$ cat config.mk
export PLATFORM = sky130hd
export DESIGN_NAME = vx_barrier_ctrl
export DESIGN_NICKNAME = d
export VERILOG_FILES = /design/src/rtl/vx_barrier_ctrl.sv
export SDC_FILE = /design/constraint.sdc
export NUM_CORES = 1
export LEC_CHECK = 0
export BUFFER_PORTS_ARGS = -buffer_cell sky130_fd_sc_hd__buf_2
export CAP_MARGIN = 25
export CORE_ASPECT_RATIO = 2
export CORE_MARGIN = 5
export CORE_UTILIZATION = 25
export DETAILED_ROUTE_END_ITERATION = 16
export PLACE_DENSITY = 0.48
export SYNTH_ARGS = -nofsm -noshare
export SYNTH_HDL_FRONTEND = slang
export SYNTH_HIERARCHICAL = 1
export SYNTH_SLANG_ARGS = --single-unit
export TNS_END_PERCENT = 5
$ cat constraint.sdc
create_clock -name clk -period 1.94 [get_ports clk]
set_input_delay 0.097 -clock clk [delete_from_list [all_inputs] [get_ports clk]]
set_output_delay 0.097 -clock clk [all_outputs]
set_load 0.005 [all_outputs]
$ cat src/rtl/vx_barrier_ctrl.sv
// Warp barrier controller: tracks per-ID local wait masks and arrival counts,
// forwards full global barriers to a cross-core arbiter and emits merged release pulses.

module vx_barrier_ctrl_chk #(
  parameter int NUM_WARPS = 4,
  localparam int NW_BITS  = $clog2(NUM_WARPS)
) (
  input logic                 clk,
  input logic                 reset,
  input logic                 bar_valid,
  input logic [NW_BITS-1:0]   bar_wid,
  input logic [NUM_WARPS-1:0] stalled_mask
);

  // A warp that is already waiting must not arrive again; the controller drops it.
  always @(posedge clk) begin
    if (!reset && bar_valid) begin
      assert (!stalled_mask[bar_wid])
        else $warning("vx_barrier_ctrl: duplicate arrival from waiting warp %0d ignored", bar_wid);
    end
  end

endmodule

module vx_barrier_ctrl #(
  parameter int NUM_WARPS    = 4,
  parameter int NUM_BARRIERS = 4,
  localparam int NW_BITS     = $clog2(NUM_WARPS),
  localparam int NB_BITS     = $clog2(NUM_BARRIERS)
) (
  input  logic                 clk,
  input  logic                 reset,
  input  logic                 bar_valid,
  input  logic [NW_BITS-1:0]   bar_wid,
  input  logic [NB_BITS-1:0]   bar_id,
  input  logic                 bar_is_global,
  input  logic [NW_BITS-1:0]   bar_size_m1,
  output logic                 gbar_req_valid,
  output logic [NB_BITS-1:0]   gbar_req_id,
  input  logic                 gbar_req_ready,
  input  logic                 gbar_rsp_valid,
  input  logic [NB_BITS-1:0]   gbar_rsp_id,
  output logic                 release_valid,
  output logic [NUM_WARPS-1:0] release_mask,
  output logic [NUM_WARPS-1:0] stalled_mask
);

  logic [NUM_WARPS-1:0] mask_q [NUM_BARRIERS];
  logic [NUM_WARPS-1:0] mask_d [NUM_BARRIERS];
  logic [NW_BITS-1:0]   cnt_q  [NUM_BARRIERS];
  logic [NW_BITS-1:0]   cnt_d  [NUM_BARRIERS];
  logic [NUM_BARRIERS-1:0] gpend_q, gpend_d;

  logic                 rel_valid_q, rel_valid_d;
  logic [NUM_WARPS-1:0] rel_mask_q, rel_mask_d;
  logic [NUM_WARPS-1:0] stalled_q, stalled_d;
  logic                 req_valid_q, req_valid_d;
  logic [NB_BITS-1:0]   req_id_q, req_id_d;

  logic [NUM_WARPS-1:0] wid_bit_s;
  logic                 dup_s;

  assign wid_bit_s = {{(NUM_WARPS-1){1'b0}}, 1'b1} << bar_wid;
  assign dup_s     = |(stalled_q & wid_bit_s);

  // Next-state: response release first, then arrival onto the (possibly fresh) instance.
  always_comb begin
    for (int b = 0; b < NUM_BARRIERS; b++) begin
      mask_d[b] = mask_q[b];
      cnt_d[b]  = cnt_q[b];
    end
    gpend_d     = gpend_q;
    rel_valid_d = 1'b0;
    rel_mask_d  = {NUM_WARPS{1'b0}};
    stalled_d   = {NUM_WARPS{1'b0}};
    req_valid_d = 1'b0;
    req_id_d    = {NB_BITS{1'b0}};

    if (req_valid_q && gbar_req_ready) begin
      gpend_d[req_id_q] = 1'b0;
    end else begin
      gpend_d = gpend_q;
    end

    if (gbar_rsp_valid) begin
      rel_valid_d         = 1'b1;
      rel_mask_d          = mask_q[gbar_rsp_id];
      mask_d[gbar_rsp_id] = {NUM_WARPS{1'b0}};
      cnt_d[gbar_rsp_id]  = {NW_BITS{1'b0}};
    end else begin
      rel_valid_d = 1'b0;
    end

    if (bar_valid && !dup_s) begin
      if (cnt_d[bar_id] != bar_size_m1) begin
        mask_d[bar_id] = mask_d[bar_id] | wid_bit_s;
        cnt_d[bar_id]  = cnt_d[bar_id] + NW_BITS'(1);
      end else if (bar_is_global) begin
        mask_d[bar_id]  = mask_d[bar_id] | wid_bit_s;
        cnt_d[bar_id]   = {NW_BITS{1'b0}};
        gpend_d[bar_id] = 1'b1;
      end else begin
        rel_valid_d    = 1'b1;
        rel_mask_d     = rel_mask_d | mask_d[bar_id] | wid_bit_s;
        mask_d[bar_id] = {NUM_WARPS{1'b0}};
        cnt_d[bar_id]  = {NW_BITS{1'b0}};
      end
    end else begin
      rel_mask_d = rel_mask_d;
    end

    for (int b = 0; b < NUM_BARRIERS; b++) begin
      stalled_d = stalled_d | mask_d[b];
    end

    // An outstanding request is frozen until accepted; otherwise pick the lowest pending ID.
    if (req_valid_q && !gbar_req_ready) begin
      req_valid_d = 1'b1;
      req_id_d    = req_id_q;
    end else begin
      for (int b = NUM_BARRIERS - 1; b >= 0; b--) begin
        if (gpend_d[b]) begin
          req_valid_d = 1'b1;
          req_id_d    = NB_BITS'(b);
        end else begin
          req_id_d    = req_id_d;
        end
      end
    end
  end

  // State and registered outputs.
  always_ff @(posedge clk or posedge reset) begin
    if (reset) begin
      for (int b = 0; b < NUM_BARRIERS; b++) begin
        mask_q[b] <= {NUM_WARPS{1'b0}};
        cnt_q[b]  <= {NW_BITS{1'b0}};
      end
      gpend_q     <= {NUM_BARRIERS{1'b0}};
      rel_valid_q <= 1'b0;
      rel_mask_q  <= {NUM_WARPS{1'b0}};
      stalled_q   <= {NUM_WARPS{1'b0}};
      req_valid_q <= 1'b0;
      req_id_q    <= {NB_BITS{1'b0}};
    end else begin
      for (int b = 0; b < NUM_BARRIERS; b++) begin
        mask_q[b] <= mask_d[b];
        cnt_q[b]  <= cnt_d[b];
      end
      gpend_q     <= gpend_d;
      rel_valid_q <= rel_valid_d;
      rel_mask_q  <= rel_mask_d;
      stalled_q   <= stalled_d;
      req_valid_q <= req_valid_d;
      req_id_q    <= req_id_d;
    end
  end

  assign release_valid  = rel_valid_q;
  assign release_mask   = rel_mask_q;
  assign stalled_mask   = stalled_q;
  assign gbar_req_valid = req_valid_q;
  assign gbar_req_id    = req_id_q;

  vx_barrier_ctrl_chk #(.NUM_WARPS(NUM_WARPS)) u_chk (
    .clk          (clk),
    .reset        (reset),
    .bar_valid    (bar_valid),
    .bar_wid      (bar_wid),
    .stalled_mask (stalled_q)
  );

endmodule

==> impl_metrics.json, run 1 <==
{
  "io_buffers": 25,
  "relSlewSlack": 0.647,
  "pwr-share-seq": 0.395,
  "synth_cell_types": 38,
  "synth_top_family_by_area": "simple AND/OR/NAND/NOR gates",
  "synthSimpleGateAreaFrac": 0.226,
  "nets": 284,
  "synth-main-ff-cell": "dfrtp_1",
  "grt_pass1_wl_um": 10600,
  "worst-path-buf-inv": 0,
  "power_density_nw_per_um2": 1110,
  "core-area_um2": 8290,
  "fin_setup_tns_ps": 0,
  "start_kind": "register",
  "maxCapViolations": 0,
  "timing_worst_slew_pin_value_ps": 529,
  "grt_setup_unrepaired": "yes",
  "clk_latency_ps": 280,
  "crit-reg2reg-launch": "cnt_q[6]",
  "ir_worst_vdd_uv": 339,
  "clock-sinks": 40,
  "internal-power_mw": 2.13,
  "drt_wl_total_um": 6690,
  "synth.mux.area_fraction": 0.0533,
  "drc_errors": 0,
  "antenna_cells": 0,
  "synth_seq_cells": 40,
  "area_growth_pct": 34.7,
  "grt_remaining_overflow": 0,
  "drtAntennaViolNets": 0,
  "dpl.hpwl_um": 5400,
  "grt_use_total": 0.137,
  "dpl-instance-area_um2": 2620,
  "fill_cells": 849,
  "fp.dieW_um": 75.0,
  "reg2reg_depth": 6,
  "synth-seq-area-share": 0.474,
  "cts_tree": "built",
  "leakagePower_nw": 1.26,
  "rr_endpoint": "gbar_req_id[0]",
  "p_switching_mw": 1.02,
  "whs_endpoint": "gbar_req_id[1]",
  "required_ps": 2100,
  "crit_slowest_cell": "or4_4",
  "grt_pass1_vias": 2032,
  "hold_ws_ps": 136,
  "top_level_ports": 26,
  "drtIter0Drc": 133,
  "synth_area_per_cell_um2": 10.3,
  "die_h_um": 140,
  "grt_max_degree": 41,
  "h-tree-depth": 2,
  "synth-xor-area-share": 0.0261,
  "synth.most_common_cell": "dfrtp_1",
  "root_buffer": "clkbuf_16",
  "synth-edff-count": 0,
  "dieArea_um2": 10500,
  "syn_nets": 218,
  "postSynthCellCount": 204,
  "initial_core_util": 0.255,
  "finalHoldViolCount": 0,
  "p_clk_frac": 0.271,
  "crit_path_max_incr_delay_ps": 590,
  "vias_per_cell": 5.15,
  "fp-row-count": 47,
  "first_pass_iters": 4,
  "cp-end-kind": "register",
  "vias": 1894,
  "outcome": "finished clean",
  "async_flop_share": 1.00,
  "yosys-top-cells-count": "dfrtp_1 (40), o21ai_0 (36), nand3_1 (31), nand2_1 (9), nor2b_1 (9)",
  "clockBufferDepth": 2,
  "wl_per_cell_um": 18.2,
  "multiInputGateArea_um2": 1100,
  "crit_family": "simple AND/OR/NAND/NOR gates",
  "p_comb_frac": 0.334,
  "synth_adder_area_share": 0,
  "worst-path-max-fanout": 4,
  "antenna_found_initial": 0,
  "slew_viol_final": 0,
  "arrival_ps": 2100,
  "design_area_um2": 2840,
  "synth_top_area_cell": "dfrtp_1",
  "setup_viol": 0,
  "r2r_slack_ps": 3,
  "cts.clk_slew.worst_paths_ps": 60,
  "yosys-top-cells-area": "dfrtp_1 (47%), o21ai_0 (8.5%), nand3_1 (7.4%)",
  "hold_depth": 4,
  "finClkSkew_ps": 5.64,
  "fin_crit_sh": 0.998,
  "netlist.area_leader.share": 0.474,
  "drive_above_1_share": 0.370,
  "fmaxAchievable_mhz": 516,
  "syn_area_um2": 2110,
  "ys_warn_count": 6,
  "holdCritStartpoint": "gbar_req_ready",
  "gp_congestion": 0.926,
  "crit_chain": "a21oi_2 > or4_4 > xor2_4 > nand4_4 > o221a_1 > a2bb2oi_1",
  "swShare": 0.324,
  "worstSetupPathType": "register to register",
  "synth_compound_area_frac": 0.190,
  "min_period_ps": 1940,
  "hp-class": "input port to register",
  "regArea_um2": 1000,
  "numCtsBuffers": 5
}
cell families after synthesis:
kind of cell,after synthesis
compound gates,68
xor+xnor,2
buf+inv,12
flops,40
mux,5
simple gates,77
power groups by stage:
| stage | sequential (mW) | clock (mW) | combinational (mW) |
|---|---|---|---|
| after floorplan | 1.21 | 0 | 0.604 |
| after global placement | 1.26 | 0 | 1.01 |
| after detailed placement | 1.26 | 0 | 1.01 |
| after CTS | 1.25 | 0.870 | 1.04 |
| after global routing | 1.27 | 0.900 | 1.18 |
| final | 1.25 | 0.854 | 1.06 |
routing by layer:
| layer | GRT usage | up-vias | routed length [um] |
|---|---|---|---|
| met2 | 0.268 | 59 | 4110 |
| met3 | 0.0194 | 16 | 203 |
| met4 | 0.0779 | 0 | 260 |
| li1 | - | 903 | - |
| met5 | 0 | - | 0 |
| met1 | 0.123 | 916 | 2120 |
worst reg2reg max path: stages (launching register included):
cell       delay, ps
dfrtp_1          360
a21oi_2           60
or4_4            590
xor2_4           260
nand4_4          140
o221a_1          270
a2bb2oi_1        150
registers in the layout, indices dropped and copies added (netlist names):
| register | cells |
|---|---|
| mask_q | 16 |
| gpend_q | 4 |
| gbar_req_id | 2 |
| stalled_mask | 4 |
| cnt_q | 8 |
| release_mask | 4 |
| gbar_req_valid | 1 |
| release_valid | 1 |
worst max-delay path by stage:
stage / to / depth (start not counted) / slack [ps] / from
after floorplan: gbar_req_id[0] / 8 / -10 / gbar_rsp_id[1]
after global placement: stalled_mask[3] / 8 / -130 / gbar_rsp_id[0]
after detailed placement: stalled_mask[3] / 8 / -170 / gbar_rsp_valid
after CTS: mask_q[6] / 7 / -10 / cnt_q[4]
after global routing: gbar_req_id[0] / 7 / -100 / cnt_q[6]
final: gbar_req_id[0] / 6 / 3 / cnt_q[6]
repair_timing:
| item | 4_1_cts | 5_1_grt |
|---|---|---|
| hold buffers | 1 | 0 |
| endpoints found under the hold margin | 40 | 0 |
| gates resized for setup | 8 | 7 |
| setup buffers | 0 | 1 |
| pin swaps | 0 | 3 |
| setup endpoints to repair | 10 | 31 |
layout make-up:
class                           instances  share of cell area
Clock buffer                            7              0.0537
Inverter                                4             0.00528
Multi-Input combinational cell        152               0.386
Sequential cell                        40               0.352
Tap cell                               98              0.0431
Timing Repair Buffer                   67               0.160
stage by stage:
| step | util | power (mW) | setup WS (ps) | std cells |
|---|---|---|---|---|
| after floorplan | - | 1.82 | -11.1 | 204 |
| after global placement | 0.316 | 2.27 | -131 | 359 |
| after detailed placement | 0.316 | 2.27 | -167 | 359 |
| after CTS | 0.339 | 3.16 | -10.4 | 367 |
| after global routing | 0.343 | 3.35 | -98.0 | 368 |
| final | 0.343 | 3.16 | 3.02 | 368 |
cells in the final DEF, fill, tap and decap left out, types with 5 or more instances in the layout:
cell       netlist  layout
buf_2            0      25
nand2_1          9       9
nor2b_1          9       8
dfrtp_1         40      40
o21ai_1          5       6
clkbuf_16        0       5
mux4_2           5       5
a22oi_1          5       5
buf_4            3      38
nand3_1         31      27
o21ai_0         36      34
a21oi_1          8       8
(Power assumes the default switching activity.)
==> run 2: changes to the inputs <==
--- a/config.mk
+++ b/config.mk
@@ -10,8 +10,10 @@
 export CORE_ASPECT_RATIO = 2
 export CORE_MARGIN = 5
 export CORE_UTILIZATION = 25
+export CTS_BUF_LIST = sky130_fd_sc_hd__clkbuf_2
 export DETAILED_ROUTE_END_ITERATION = 16
-export PLACE_DENSITY = 0.48
+export HOLD_SLACK_MARGIN = 0.1
+export PLACE_DENSITY = 0.47
 export SYNTH_ARGS = -nofsm -noshare
 export SYNTH_HDL_FRONTEND = slang
 export SYNTH_HIERARCHICAL = 1
==> constraint.sdc (replaced) <==
create_clock -name clk -period 2 [get_ports clk]
set_input_delay 0.1 -clock clk [delete_from_list [all_inputs] [get_ports clk]]
set_output_delay 0.1 -clock clk [all_outputs]
set_load 0.005 [all_outputs]
==> impl_metrics.json, run 2 (synthesis results as in run 1) <==
{
  "ir_worst_vdd_uv": 272,
  "worst-path-max-fanout": 5,
  "multiInputGateArea_um2": 1080,
  "final_cell_mix": "dfrtp_1 (40), buf_4 (37), o21ai_0 (31), nand3_1 (30), buf_2 (25)",
  "relSlewSlack": 0.644,
  "dpl-instance-area_um2": 2600,
  "nets": 286,
  "area_growth_pct": 33.0,
  "drt_wl_total_um": 6640,
  "cts_tree": "built",
  "fin_crit_sh": 0.976,
  "hp-class": "input port to register",
  "vias": 1893,
  "initial_core_util": 0.255,
  "die_h_um": 140,
  "first_pass_iters": 4,
  "power_density_nw_per_um2": 1050,
  "power_mw": 2.96,
  "wl_per_cell_um": 17.9,
  "clockBufferDepth": 2,
  "clock-sinks": 40,
  "h-tree-depth": 2,
  "slew_viol_final": 0,
  "core-area_um2": 8290,
  "final_common_cell": "dfrtp_1",
  "numCtsBuffers": 5,
  "worstSetupPathType": "register to register",
  "fill_cells": 839,
  "crit-reg2reg-launch": "stalled_mask[0]",
  "cts.clk_slew.worst_paths_ps": 230,
  "gp_congestion": 0.873,
  "top_level_ports": 26,
  "fp.dieW_um": 75.0,
  "root_buffer": "clkbuf_2",
  "holdCritStartpoint": "bar_id[0]",
  "dpl.hpwl_um": 5260,
  "drtAntennaViolNets": 0,
  "numPlacedInstances": 357,
  "maxCapViolations": 0,
  "start_kind": "register",
  "cp-end-kind": "register",
  "fp-row-count": 47,
  "drtIter0Drc": 225,
  "clk_latency_ps": 430,
  "leakagePower_nw": 1.24,
  "grt_max_degree": 41,
  "outcome": "finished clean",
  "io_buffers": 25,
  "fin_setup_tns_ps": 0,
  "design_area_um2": 2810,
  "instances_no_fill": 372,
  "setup_viol": 0,
  "grt_use_total": 0.134,
  "regMostFlops": "mask_q",
  "antenna_found_initial": 1,
  "finClkSkew_ps": 20.0,
  "hold_ws_ps": 124,
  "vias_per_cell": 5.09,
  "grt_setup_unrepaired": "yes",
  "fmaxAchievable_mhz": 512,
  "drive_above_1_share": 0.344,
  "reg.largest.list": "mask_q (16), cnt_q (8)",
  "timing_worst_slew_pin_value_ps": 534,
  "drc_errors": 0,
  "grt_pass1_vias": 1982,
  "arrival_ps": 2320,
  "finalHoldViolCount": 0,
  "startpoint": "stalled_mask[0]",
  "largest_register_ffs": 16,
  "required_ps": 2370,
  "dieArea_um2": 10500,
  "min_period_ps": 1950,
  "grt_remaining_overflow": 0,
  "regArea_um2": 1000,
  "grt_pass1_wl_um": 10200,
  "post-cts-setup-buffers": 0
}
[run 2: cell types whose count changed in the layout (fill, tap and decap cells not counted), sizes merged]
cell,change
buf,-3
dlygate4sd3,+5
clkbuf,-2
bufinv,+3
diode,+1
[run 2: critical path, cell delays in order (launching register included)]
cell and delay (ps):
dfrtp_1 450, mux4_2 490, nand2b_4 180, buf_4 140
nor2_1 100, and3_1 170, o221a_1 180, a2bb2oi_1 180
[run 2: layout make-up]
| class | instances | share of cell area |
|---|---|---|
| Inverter | 4 | 0.00535 |
| Antenna cell | 1 | 0.000892 |
| Tap cell | 98 | 0.0437 |
| Timing Repair Buffer | 69 | 0.169 |
| Clock inverter | 3 | 0.0321 |
| Clock buffer | 5 | 0.00892 |
| Sequential cell | 40 | 0.357 |
| Multi-Input combinational cell | 152 | 0.383 |
[run 2: per-stage QoR]
stage | worst slack, ps | utilization
floorplan | 27.9 | -
global placement | -105 | 0.314
detailed placement | -117 | 0.314
CTS | -18.0 | 0.336
global route | -38.7 | 0.338
finish | 47.5 | 0.338
[run 2: timing repair]
action / in CTS / in global routing
hold buffers: 6 / 0
endpoints found under the setup margin: 9 / 21
gates resized for setup: 3 / 9
pin swaps: 0 / 1
endpoints found under the hold margin: 51 / 0
[run 2: path summary, 6_finish.rpt]
check                      slack [ps]  cells past startpoint               to
max                                50                      7   gbar_req_id[0]
min                               120                      4        mask_q[1]
max reg2reg                        50                      7   gbar_req_id[0]
min reg2reg                       530                      2         cnt_q[0]
max in group asynchronous        1310                      4         cnt_q[0]
min in group asynchronous         310                      4  stalled_mask[2]
[run 2: report_power, final]
part / total [mW] / internal, mW / switching (mW)
sequential: 1.19 / 1.04 / 0.155
clock: 0.758 / 0.461 / 0.297
combinational: 1.01 / 0.490 / 0.516
total: 2.96 / 1.99 / 0.967
[run 2: layer usage]
layer | global-route usage | vias to the layer above | wire length [um]
met2 | 0.253 | 45 | 3980
met5 | 0 | - | 0
met3 | 0.0201 | 14 | 189
li1 | - | 909 | -
met1 | 0.126 | 925 | 2210
met4 | 0.0844 | 0 | 262
==> run 3: changes to the inputs <==
--- a/config.mk
+++ b/config.mk
@@ -9,11 +9,11 @@
 export CAP_MARGIN = 25
 export CORE_ASPECT_RATIO = 2
 export CORE_MARGIN = 5
-export CORE_UTILIZATION = 25
+export CORE_UTILIZATION = 55
 export CTS_BUF_LIST = sky130_fd_sc_hd__clkbuf_2
 export DETAILED_ROUTE_END_ITERATION = 16
 export HOLD_SLACK_MARGIN = 0.1
-export PLACE_DENSITY = 0.47
+export PLACE_DENSITY_LB_ADDON = 0.12
 export SYNTH_ARGS = -nofsm -noshare
 export SYNTH_HDL_FRONTEND = slang
 export SYNTH_HIERARCHICAL = 1
==> impl_metrics.json, run 3 (synthesis results as in run 1) <==
{
  "outcome": "finished clean",
  "power_density_nw_per_um2": 976,
  "io_buffers": 25,
  "top_level_ports": 26,
  "fp-row-count": 32,
  "maxCapViolations": 0,
  "arrival_ps": 2320,
  "first_pass_iters": 5,
  "instances_no_fill": 307,
  "required_ps": 2330,
  "antenna_found_initial": 0,
  "clockBufferDepth": 2,
  "antenna_cells": 0,
  "pwr-share-seq": 0.490,
  "startpoint": "cnt_q[4]",
  "crit-reg2reg-launch": "cnt_q[4]",
  "hold_ws_ps": 121,
  "drtIter0Drc": 73,
  "drc_errors": 0,
  "grt_remaining_overflow": 0,
  "numPlacedInstances": 296,
  "worstSetupPathType": "register to register",
  "drive_above_1_share": 0.309,
  "drtAntennaViolNets": 0,
  "cts.clk_slew.worst_paths_ps": 180,
  "fmaxAchievable_mhz": 504,
  "worstSetupEndpoint": "release_mask[3]",
  "rr_endpoint": "release_mask[3]",
  "finalHoldViolCount": 0,
  "h-tree-depth": 2,
  "finClkSkew_ps": 11.6,
  "leakagePower_nw": 1.13,
  "root_buffer": "clkbuf_2",
  "clock-sinks": 40,
  "p_clk_frac": 0.135,
  "setup_viol": 0,
  "vias": 1936,
  "grt_setup_unrepaired": "yes",
  "swShare": 0.362,
  "reg.largest.list": "mask_q (16), cnt_q (8)",
  "timing_worst_slew_pin_value_ps": 493,
  "start_kind": "register",
  "internal-power_mw": 1.57,
  "vias_per_cell": 6.31,
  "fin_crit_sh": 0.992,
  "clk_latency_ps": 380,
  "wl_per_cell_um": 18.3,
  "grt_max_degree": 41,
  "min_period_ps": 1980,
  "grt_use_total": 0.233,
  "hp-class": "input port to register",
  "cp-end-kind": "register",
  "drt_wl_total_um": 5610,
  "dpl.hpwl_um": 4430,
  "dieArea_um2": 5250,
  "grt_pass1_wl_um": 9060,
  "fp.dieW_um": 53.8,
  "die_h_um": 97.6,
  "initial_core_util": 0.555,
  "core-area_um2": 3800,
  "gp_congestion": 0.954,
  "cts_tree": "built",
  "nets": 269,
  "area_growth_pct": 19.7,
  "p_switching_mw": 0.893,
  "ir_worst_vdd_uv": 581,
  "final_cell_mix": "dfrtp_1 (40), o21ai_0 (36), nand3_1 (31), buf_2 (25), buf_4 (24)",
  "p_comb_frac": 0.374,
  "slew_viol_final": 0,
  "fin_setup_tns_ps": 0,
  "numCtsBuffers": 5,
  "regMostFlops": "mask_q",
  "largest_register_ffs": 16,
  "worst-path-max-fanout": 5,
  "final_common_cell": "dfrtp_1",
  "reg2reg_depth": 6,
  "grt_pass1_vias": 1935,
  "r2r_slack_ps": 20,
  "relSlewSlack": 0.672
}
run 3: changes by cell type in the layout (fill, tap and decap cells not counted), sizes merged:
cell and change:
buf -14, bufinv -3, clkbuf +2, clkinv +1, diode -1, dlygate4sd3 -3
run 3: worst max-delay path: stages, from the launching register on:
cell	delay (ps)
dfrtp_1	390
a21oi_1	80
or4_4	580
xor2_4	210
nand2_2	140
nor3_2	320
a22o_1	210
run 3: how the worst min path moves through the flow:
stage | from | endpoint | cells past startpoint
2_1_floorplan | gbar_req_ready | gbar_req_id[1] | 3
3_3_place_gp | reset | release_mask[1] | 3
3_5_place_dp | reset | release_mask[1] | 3
4_1_cts | bar_id[1] | gbar_req_id[1] | 3
5_1_grt | gbar_rsp_valid | release_valid | 3
6_report | bar_is_global | gpend_q[3] | 3
run 3: power groups by stage:
stage | Combinational (mW) | Clock [mW] | Sequential [mW]
after global placement | 0.870 | 0 | 1.21
after CTS | 0.911 | 0.340 | 1.21
after global routing | 1.02 | 0.385 | 1.23
after floorplan | 0.584 | 0 | 1.18
after detailed placement | 0.897 | 0 | 1.23
final | 0.924 | 0.333 | 1.21
run 3: final cells by class:
class	count	area (um^2)
Fill cell	337	1280
Multi-Input combinational cell	152	1070
Sequential cell	40	1000
Timing Repair Buffer	52	335
Tap cell	51	63.8
Clock buffer	7	35.0
Inverter	4	15.0
Clock inverter	1	3.75
run 3: per-stage QoR:
stage | cell area [um^2] | worst slack [ps] | utilization | total power [mW]
detailed placement | 2440 | -17.9 | 0.641 | 2.12
global route | 2530 | -60.5 | 0.664 | 2.63
CTS | 2510 | 44.5 | 0.659 | 2.46
finish | 2530 | 16.7 | 0.664 | 2.47
global placement | 2440 | 12.1 | 0.641 | 2.08
floorplan | 2120 | 27.9 | - | 1.76
run 3: per-layer routing:
| layer | routed length, um | global-route usage | vias to the layer above |
|---|---|---|---|
| li1 | - | - | 869 |
| met1 | 2050 | 0.280 | 959 |
| met2 | 3020 | 0.385 | 92 |
| met3 | 365 | 0.0415 | 16 |
| met4 | 177 | 0.108 | 0 |
| met5 | 0 | 0 | - |
run 3: timing repair:
item                                    CTS  global route
endpoints found under the hold margin    42             1
endpoints found under the setup margin    6            21
hold buffers                              2             1
resized for setup                         4             2
setup buffers                             0             0
pin swaps                                 0             1
